`src/rtl/nexys_starship_lane_ctrl.sv`:
```
// nexys_starship_lane_ctrl
//   Four-lane monster controller for the starship game. Random spawn flags
//   and a random hex value from the PRNG become monsters on the top, bottom,
//   left and right lanes. A monster travels for TRAVEL_CYCLES cycles. A shot
//   with the matching code destroys it; a monster that is not shot arrives
//   and costs a life. Each lane then cools down for COOLDOWN_CYCLES cycles.
//   A game-level FSM tracks score, lives and game over.
//
// Ports (lane index: 0 = top, 1 = btm, 2 = left, 3 = right)
//   Clk           in   system clock, rising edge
//   Reset_n       in   asynchronous active-low reset
//   start         in   single-cycle start pulse
//   *_random      in   per-lane spawn flags
//   random_hex    in   [3:0]  PRNG hex value
//   shoot         in   [3:0]  single-cycle shot pulse per lane
//   sw_code       in   [3:0]  player code from the switches
//   lane_active   out  [3:0]  a monster is present on the lane
//   lane_code     out  [15:0] code of lane i in bits [4i+3:4i]
//   lane_urgent   out  [3:0]  active with less than a quarter of travel left
//   score         out  [7:0]  kill count, saturating at 255
//   lives         out  [1:0]  remaining lives
//   kill_pulse    out  one cycle after an edge with at least one kill
//   damage_pulse  out  one cycle after an edge with at least one arrival
//   playing       out  game in progress
//   game_over     out  game finished, waiting for start
module nexys_starship_lane_ctrl #(
  parameter int TIMER_W         = 27,
  parameter int TRAVEL_CYCLES   = 100_000_000,
  parameter int COOLDOWN_CYCLES = 50_000_000,
  parameter int SPAWN_DIV       = 25_000_000,
  parameter int LIVES           = 3
) (
  input  logic        Clk,
  input  logic        Reset_n,
  input  logic        start,
  input  logic        top_random,
  input  logic        btm_random,
  input  logic        left_random,
  input  logic        right_random,
  input  logic [3:0]  random_hex,
  input  logic [3:0]  shoot,
  input  logic [3:0]  sw_code,
  output logic [3:0]  lane_active,
  output logic [15:0] lane_code,
  output logic [3:0]  lane_urgent,
  output logic [7:0]  score,
  output logic [1:0]  lives,
  output logic        kill_pulse,
  output logic        damage_pulse,
  output logic        playing,
  output logic        game_over
);

  typedef enum logic [1:0] {
    G_IDLE = 2'd0,
    G_PLAY = 2'd1,
    G_OVER = 2'd2
  } game_state_e;

  typedef enum logic [1:0] {
    L_IDLE   = 2'd0,
    L_ACTIVE = 2'd1,
    L_COOL   = 2'd2
  } lane_state_e;

  localparam logic [TIMER_W-1:0] T_ZERO      = {TIMER_W{1'b0}};
  localparam logic [TIMER_W-1:0] T_ONE       = {{(TIMER_W-1){1'b0}}, 1'b1};
  localparam logic [TIMER_W-1:0] TRAVEL_LOAD = TIMER_W'(TRAVEL_CYCLES - 1);
  localparam logic [TIMER_W-1:0] COOL_LOAD   = TIMER_W'(COOLDOWN_CYCLES - 1);
  localparam logic [TIMER_W-1:0] DIV_LAST    = TIMER_W'(SPAWN_DIV - 1);
  localparam logic [TIMER_W-1:0] URGENT_LIM  = TIMER_W'(TRAVEL_CYCLES / 4);
  localparam logic [1:0]         LIVES_LOAD  = 2'(LIVES);

  // Number of set bits in a 4-bit lane vector.
  function automatic logic [2:0] count_ones4(input logic [3:0] v);
    logic [2:0] n;
    n = 3'd0;
    for (int k = 0; k < 4; k++) begin
      n = n + {2'b00, v[k]};
    end
    return n;
  endfunction

  game_state_e        g_state_r;
  game_state_e        g_state_nxt_s;
  logic               game_init_s;
  logic               lanes_freeze_s;
  logic               playing_nxt_s;
  logic               game_over_nxt_s;

  logic [TIMER_W-1:0] div_r;
  logic [TIMER_W-1:0] div_nxt_s;
  logic               spawn_tick_s;
  logic [3:0]         spawn_flag_s;

  lane_state_e        lane_state_r      [4];
  lane_state_e        lane_cand_state_s [4];
  lane_state_e        lane_state_nxt_s  [4];
  logic [TIMER_W-1:0] lane_timer_r      [4];
  logic [TIMER_W-1:0] lane_cand_timer_s [4];
  logic [TIMER_W-1:0] lane_timer_nxt_s  [4];
  logic [15:0]        lane_code_nxt_s;
  logic [3:0]         active_nxt_s;
  logic [3:0]         urgent_nxt_s;

  logic [3:0]         kill_s;
  logic [3:0]         arrive_s;
  logic [2:0]         kill_cnt_s;
  logic [2:0]         arrive_cnt_s;
  logic [8:0]         score_sum_s;
  logic [7:0]         score_play_s;
  logic [7:0]         score_nxt_s;
  logic [1:0]         lives_play_s;
  logic [1:0]         lives_nxt_s;

  assign spawn_flag_s = {right_random, left_random, btm_random, top_random};
  assign spawn_tick_s = (g_state_r == G_PLAY) && (div_r == DIV_LAST);

  // Per-lane lifecycle ignoring game-level overrides; yields kills and arrivals.
  always_comb begin
    lane_code_nxt_s = lane_code;
    kill_s          = 4'b0000;
    arrive_s        = 4'b0000;
    for (int i = 0; i < 4; i++) begin
      lane_cand_state_s[i] = lane_state_r[i];
      lane_cand_timer_s[i] = lane_timer_r[i];
      case (lane_state_r[i])
        L_IDLE: begin
          if (spawn_tick_s && spawn_flag_s[i]) begin
            lane_cand_state_s[i]       = L_ACTIVE;
            lane_cand_timer_s[i]       = TRAVEL_LOAD;
            lane_code_nxt_s[4*i +: 4]  = random_hex ^ 4'(i);
          end else begin
            lane_cand_state_s[i] = L_IDLE;
          end
        end
        L_ACTIVE: begin
          // A matching shot takes priority over an arrival on the same edge.
          if (shoot[i] && (sw_code == lane_code[4*i +: 4])) begin
            kill_s[i]            = 1'b1;
            lane_cand_state_s[i] = L_COOL;
            lane_cand_timer_s[i] = COOL_LOAD;
          end else if (lane_timer_r[i] == T_ZERO) begin
            arrive_s[i]          = 1'b1;
            lane_cand_state_s[i] = L_COOL;
            lane_cand_timer_s[i] = COOL_LOAD;
          end else begin
            lane_cand_timer_s[i] = lane_timer_r[i] - T_ONE;
          end
        end
        L_COOL: begin
          if (lane_timer_r[i] == T_ZERO) begin
            lane_cand_state_s[i] = L_IDLE;
          end else begin
            lane_cand_timer_s[i] = lane_timer_r[i] - T_ONE;
          end
        end
        default: begin
          lane_cand_state_s[i] = L_IDLE;
          lane_cand_timer_s[i] = T_ZERO;
        end
      endcase
    end
  end

  // Saturating score and lives updates from this edge's kills and arrivals.
  always_comb begin
    kill_cnt_s   = count_ones4(kill_s);
    arrive_cnt_s = count_ones4(arrive_s);
    score_sum_s  = {1'b0, score} + {6'd0, kill_cnt_s};
    if (score_sum_s > 9'd255) begin
      score_play_s = 8'd255;
    end else begin
      score_play_s = score_sum_s[7:0];
    end
    // arrive_cnt_s is below lives here, so its low two bits are exact.
    if ({1'b0, lives} > arrive_cnt_s) begin
      lives_play_s = lives - arrive_cnt_s[1:0];
    end else begin
      lives_play_s = 2'd0;
    end
  end

  // Game FSM state register.
  always_ff @(posedge Clk or negedge Reset_n) begin
    if (!Reset_n) begin
      g_state_r <= G_IDLE;
    end else begin
      g_state_r <= g_state_nxt_s;
    end
  end

  // Game FSM next-state logic; game over looks at the lives value being written.
  always_comb begin
    g_state_nxt_s = g_state_r;
    case (g_state_r)
      G_IDLE, G_OVER: begin
        if (start) begin
          g_state_nxt_s = G_PLAY;
        end else begin
          g_state_nxt_s = g_state_r;
        end
      end
      G_PLAY: begin
        if (lives_play_s == 2'd0) begin
          g_state_nxt_s = G_OVER;
        end else begin
          g_state_nxt_s = G_PLAY;
        end
      end
      default: begin
        g_state_nxt_s = G_IDLE;
      end
    endcase
  end

  // Game FSM outputs: (re)initialisation, lane freeze and next score/lives.
  always_comb begin
    game_init_s     = (g_state_r != G_PLAY) && (g_state_nxt_s == G_PLAY);
    lanes_freeze_s  = (g_state_nxt_s != G_PLAY) || game_init_s;
    playing_nxt_s   = (g_state_nxt_s == G_PLAY);
    game_over_nxt_s = (g_state_nxt_s == G_OVER);
    if (game_init_s) begin
      score_nxt_s = 8'd0;
      lives_nxt_s = LIVES_LOAD;
    end else if (g_state_r == G_PLAY) begin
      score_nxt_s = score_play_s;
      lives_nxt_s = lives_play_s;
    end else begin
      score_nxt_s = score;
      lives_nxt_s = lives;
    end
  end

  // Spawn divider runs only while the game stays in play; cleared otherwise.
  always_comb begin
    if ((g_state_r == G_PLAY) && (g_state_nxt_s == G_PLAY)) begin
      if (div_r == DIV_LAST) begin
        div_nxt_s = T_ZERO;
      end else begin
        div_nxt_s = div_r + T_ONE;
      end
    end else begin
      div_nxt_s = T_ZERO;
    end
  end

  // Final lane next state: game start or game over forces every lane idle.
  always_comb begin
    for (int i = 0; i < 4; i++) begin
      if (lanes_freeze_s) begin
        lane_state_nxt_s[i] = L_IDLE;
        lane_timer_nxt_s[i] = T_ZERO;
      end else begin
        lane_state_nxt_s[i] = lane_cand_state_s[i];
        lane_timer_nxt_s[i] = lane_cand_timer_s[i];
      end
      active_nxt_s[i] = (lane_state_nxt_s[i] == L_ACTIVE);
      urgent_nxt_s[i] = active_nxt_s[i] && (lane_timer_nxt_s[i] < URGENT_LIM);
    end
  end

  // Lane state and timer registers.
  always_ff @(posedge Clk or negedge Reset_n) begin
    if (!Reset_n) begin
      for (int i = 0; i < 4; i++) begin
        lane_state_r[i] <= L_IDLE;
        lane_timer_r[i] <= T_ZERO;
      end
    end else begin
      for (int i = 0; i < 4; i++) begin
        lane_state_r[i] <= lane_state_nxt_s[i];
        lane_timer_r[i] <= lane_timer_nxt_s[i];
      end
    end
  end

  // Divider and registered outputs.
  always_ff @(posedge Clk or negedge Reset_n) begin
    if (!Reset_n) begin
      div_r        <= T_ZERO;
      lane_active  <= 4'b0000;
      lane_code    <= 16'h0000;
      lane_urgent  <= 4'b0000;
      score        <= 8'd0;
      lives        <= 2'd0;
      kill_pulse   <= 1'b0;
      damage_pulse <= 1'b0;
      playing      <= 1'b0;
      game_over    <= 1'b0;
    end else begin
      div_r        <= div_nxt_s;
      lane_active  <= active_nxt_s;
      lane_code    <= lane_code_nxt_s;
      lane_urgent  <= urgent_nxt_s;
      score        <= score_nxt_s;
      lives        <= lives_nxt_s;
      kill_pulse   <= (g_state_r == G_PLAY) && (|kill_s);
      damage_pulse <= (g_state_r == G_PLAY) && (|arrive_s);
      playing      <= playing_nxt_s;
      game_over    <= game_over_nxt_s;
    end
  end

endmodule

```
`config.mk`:
```
export PLATFORM = sky130hd
export DESIGN_NAME = nexys_starship_lane_ctrl
export DESIGN_NICKNAME = d
export VERILOG_FILES = /design/src/rtl/nexys_starship_lane_ctrl.sv
export SDC_FILE = /design/constraint.sdc
export NUM_CORES = 1
export LEC_CHECK = 0
export CELL_PAD_IN_SITES_DETAIL_PLACEMENT = 1
export CELL_PAD_IN_SITES_GLOBAL_PLACEMENT = 1
export CORE_UTILIZATION = 40
export DETAILED_ROUTE_END_ITERATION = 10
export GPL_TIMING_DRIVEN = 0
export PLACE_DENSITY_LB_ADDON = 0.1
export SLEW_MARGIN = 0
export SYNTH_ARGS = -nofsm -noshare
export SYNTH_HDL_FRONTEND = slang
export SYNTH_SLANG_ARGS = --single-unit
export TNS_END_PERCENT = 50
```
`constraint.sdc`:
```
create_clock -name Clk -period 16.7 [get_ports Clk]
set_input_delay 3.34 -clock Clk [delete_from_list [all_inputs] [get_ports Clk]]
set_output_delay 3.34 -clock Clk [all_outputs]
set_load 0.03 [all_outputs]
```
==> impl_metrics.csv <==
group,metric,value,unit
status,status,"finished clean",
die,pin_count,57,
sta,period_needed,10.14,ns
clock_tree,cts_hold_buf,0,
synthesis,syn_nets,1486,
synthesis,synth_top_area_share,38.5,%
detailed_routing,via_per_inst,6.30,
pwr,power_density,84.5,nW/um^2
place,pre_cts_ws,6.30,ns
detailed_routing,routedWlPerCell,22.6,um
detailed_routing,route.detailed.drc,0,
setup_path,start_kind,"input port",
final_layout,antenna_cells,0,
synthesis,seq_area_frac_synth,38.5,%
final_layout,multi_input_area,6880,um^2
detailed_routing,dr.pass1.iters,5,
die,rows,62,
hold_path,worstHoldPathType,"reg -> reg",
detailed_routing,antenna_left,0,
clock_tree,cts-resized-gates,0,
synthesis,synth_cell_type_count,88,
synthesis,synth_area,11900,um^2
clock_tree,clk_pin_slew,0.08,ns
synthesis,synth_edf_count,0,
synthesis,yosysWarnings,0,
clock_tree,clock_latency,0.46,ns
final_layout,final_cell_area,13600,um^2
sta,tightest_slew,1.32,ns
clock_tree,htree_levels,4,
place,place_area,13000,um^2
pwr,finalPower,0.00115,W
synthesis,synthTopCellsByArea,"dfrtp_1 38%, nor2_1 6.4%, a21oi_1 4.0%",
setup_path,crit_top_cell,"ha_1",
die,die-area,30400,um^2
clock_tree,cts_setup_buffers,0,
flow_run,drv_cap,0,
setup_path,crit_chain,"clkdlybuf4s50_1 -> xor2_1 -> nor3_1 -> a31o_2 -> or2_2 -> fa_1 -> inv_1 -> ha_1 -> ha_1 -> inv_1 -> ha_1 -> nand2b_1 -> a221oi_1 -> clkbuf_1 -> clkbuf_1 -> nand2_1 -> a211oi_1 -> o21ai_0 -> nor4_1 -> a41oi_1",
synthesis,yosysMostFrequentCell,"nor2_1",
setup_path,cp.arrival,10.44,ns
grt,grt_pass1_vias,12400,
die,core,29000,um^2
setup_path,cp_max_fo,10,
setup_path,crit_slowest_cell,"a221oi_1",
final_layout,syn_to_final_growth,14.1,%
final_layout,drive_gt1_share,5.52,%
synthesis,syn_area_per_cell,8.20,um^2
synthesis,synthXorXnorAreaFrac,3.02,%
clock_tree,cts.path.max_buffers,2,
sta,skew,0.0110,ns
place,port-buffer-count,55,
clock_tree,cts_tree,"yes",
final_layout,fillCellCount,3522,
sta,fmax,98.6,MHz
place,hpwlAfterDp,32.0,mm
grt,gr-total-overflow,0,
sta,relSlewSlack,11.0,%
synthesis,synth_seq_cells,183,
detailed_routing,drtIter0Drc,876,
synthesis,synth_common_cells,"202 x nor2_1, 183 x dfrtp_1, 114 x nand2_1, 96 x a21oi_1, 85 x o21ai_0",
setup_path,worstPathRequired,17.00,ns
synthesis,yosys.area_share.simple,28.8,%
setup_path,end_kind,"flop",
synthesis,postSynth.asyncResetShare,100,%
synthesis,synth_top_family_by_area,"simple AND/OR/NAND/NOR gates",
die,die_w,174,um
synthesis,synth_compound_area_share,22.4,%
sta,timing.final.ws_setup,6.56,ns
grt,antenna_found_initial,0,
sta,rsz0062_at_grt,"false",
setup_path,critical_path_class,"in -> reg",
detailed_routing,vias,12100,
final_layout,final_core_util,46.8,%
synthesis,synth_ff_type,"dfrtp_1",
clock_tree,cts-root-buf,"clkbuf_16",
synthesis,yosys.area.top_type,"dfrtp_1",
grt,grt_max_degree,104,
sta,slew_viol_final,0,
pwr,leakage,5.91,nW
sta,finalSetupViolations,0,
final_layout,nNetsFinal,1562,
sta,timing.setup.tns,0,ns
place,place_congestion,0.902,
synthesis,synthAdderAreaFrac,2.36,%
grt,grt_usage,29.3,%
sta,fin_crit_sh,60.7,%
clock_tree,cts_made_buffers,17,
grt,grt_first_pass_wirelength,70.1,mm
pwr,ir_drop,76.1,uV
sta,hold_viol,0,
die,chipHeight,174,um
synthesis,synthMuxAreaShare,1.20,%
clock_tree,numClockSinks,183,
detailed_routing,finalWirelength,43.5,mm
final_layout,register_area,4580,um^2
synthesis,synth_cells,1451,
setup_path,max_stage_delay,0.85,ns
die,start_util,41.0,%
[flip-flops by register name (all words and copies together) (netlist names)]
signal,cells
score,8
damage_pulse,1
kill_pulse,1
lane_urgent,4
lives,2
playing,1
lane_code,16
div_r,27
game_over,1
lane_timer_r,108
lane_state_r,8
g_state_r,2
lane_active,4
[per-layer routing]
layer,part of all wire (%),up-vias,global-route usage (%)
li1,-,5584,-
met1,46,6155,39.4
met2,47,307,47.3
met3,5.0,76,5.03
met4,2.5,0,10.0
met5,0,-,0
[final cells by class]
type / instances / area share (%)
Sequential cell: 183 / 33.7
Clock inverter: 13 / 1.17
Inverter: 58 / 1.60
Timing Repair Buffer: 57 / 4.35
Buffer: 58 / 1.70
Tap cell: 384 / 3.54
Multi-Input combinational cell: 1152 / 50.6
Clock buffer: 19 / 3.26
[kinds of logic after synthesis]
logic type               Yosys count
AO/OA/AOI/OAI                    404
XOR/XNOR                          41
adder cells (fa/ha/maj)           21
buffers and inverters            116
flip-flops                       183
multiplexers                      13
AND/OR/NAND/NOR                  673
[layout by cell type (no fill, tap or decap), types with 12 or more instances in the layout]
| master | count |
|---|---|
| nor4_1 | 36 |
| clkbuf_16 | 17 |
| and2_1 | 16 |
| nor3_1 | 67 |
| a31oi_1 | 39 |
| clkdlybuf4s50_1 | 54 |
| xnor2_1 | 15 |
| or2_2 | 12 |
| o31ai_1 | 13 |
| xor2_1 | 26 |
| inv_1 | 56 |
| nand3_1 | 49 |
| o21ai_0 | 85 |
| and3_1 | 22 |
| o211ai_1 | 12 |
| dfrtp_1 | 183 |
| ha_1 | 12 |
| a21o_1 | 13 |
| clkbuf_1 | 49 |
| nand2_1 | 114 |
| nand2b_1 | 16 |
| nand4_1 | 24 |
| a211oi_1 | 14 |
| and4_1 | 13 |
| or3_1 | 33 |
| o22ai_1 | 12 |
| a21oi_1 | 96 |
| or4_1 | 27 |
| nor2_1 | 202 |
[worst max-delay path: cells and delay by family]
family                     cells  cell delay, ns
adders and majority gates      4            1.01
and+or+nand+nor                5            1.70
AOI/OAI and AO/OA              5            2.14
buffers and inverters          5            1.99
xor gates and xnor gates       1            0.25
[metrics by stage]
step | cells | hold slack (ns)
6_report | 1924 | 0.495
5_1_grt | 1924 | 0.519
4_1_cts | 1924 | 0.497
3_5_place_dp | 1892 | 0.484
3_3_place_gp | 1890 | 0.473
2_1_floorplan | 1451 | 0.448
[worst paths after layout]
path,from,endpoint,slack [ns],depth (start not counted)
min,div_r[0],div_r[0],0.49,1
min in group asynchronous,Reset_n,lane_timer_r[21],2.85,1
min reg2reg,div_r[0],div_r[0],0.49,1
max in group asynchronous,Reset_n,lane_timer_r[56],12.88,2
max reg2reg,lane_timer_r[54],lane_urgent[3],8.59,22
max,sw_code[0],lane_urgent[3],6.56,20
[where the power goes]
group | switching (W) | leakage, nW | internal [W] | total, W
combinational | 0.000194 | 3.09 | 0.0000571 | 0.000251
sequential | 0.00000955 | 2.53 | 0.000453 | 0.000462
clock | 0.000204 | 0.290 | 0.000230 | 0.000434
Power figures use the tool's default switching activity.
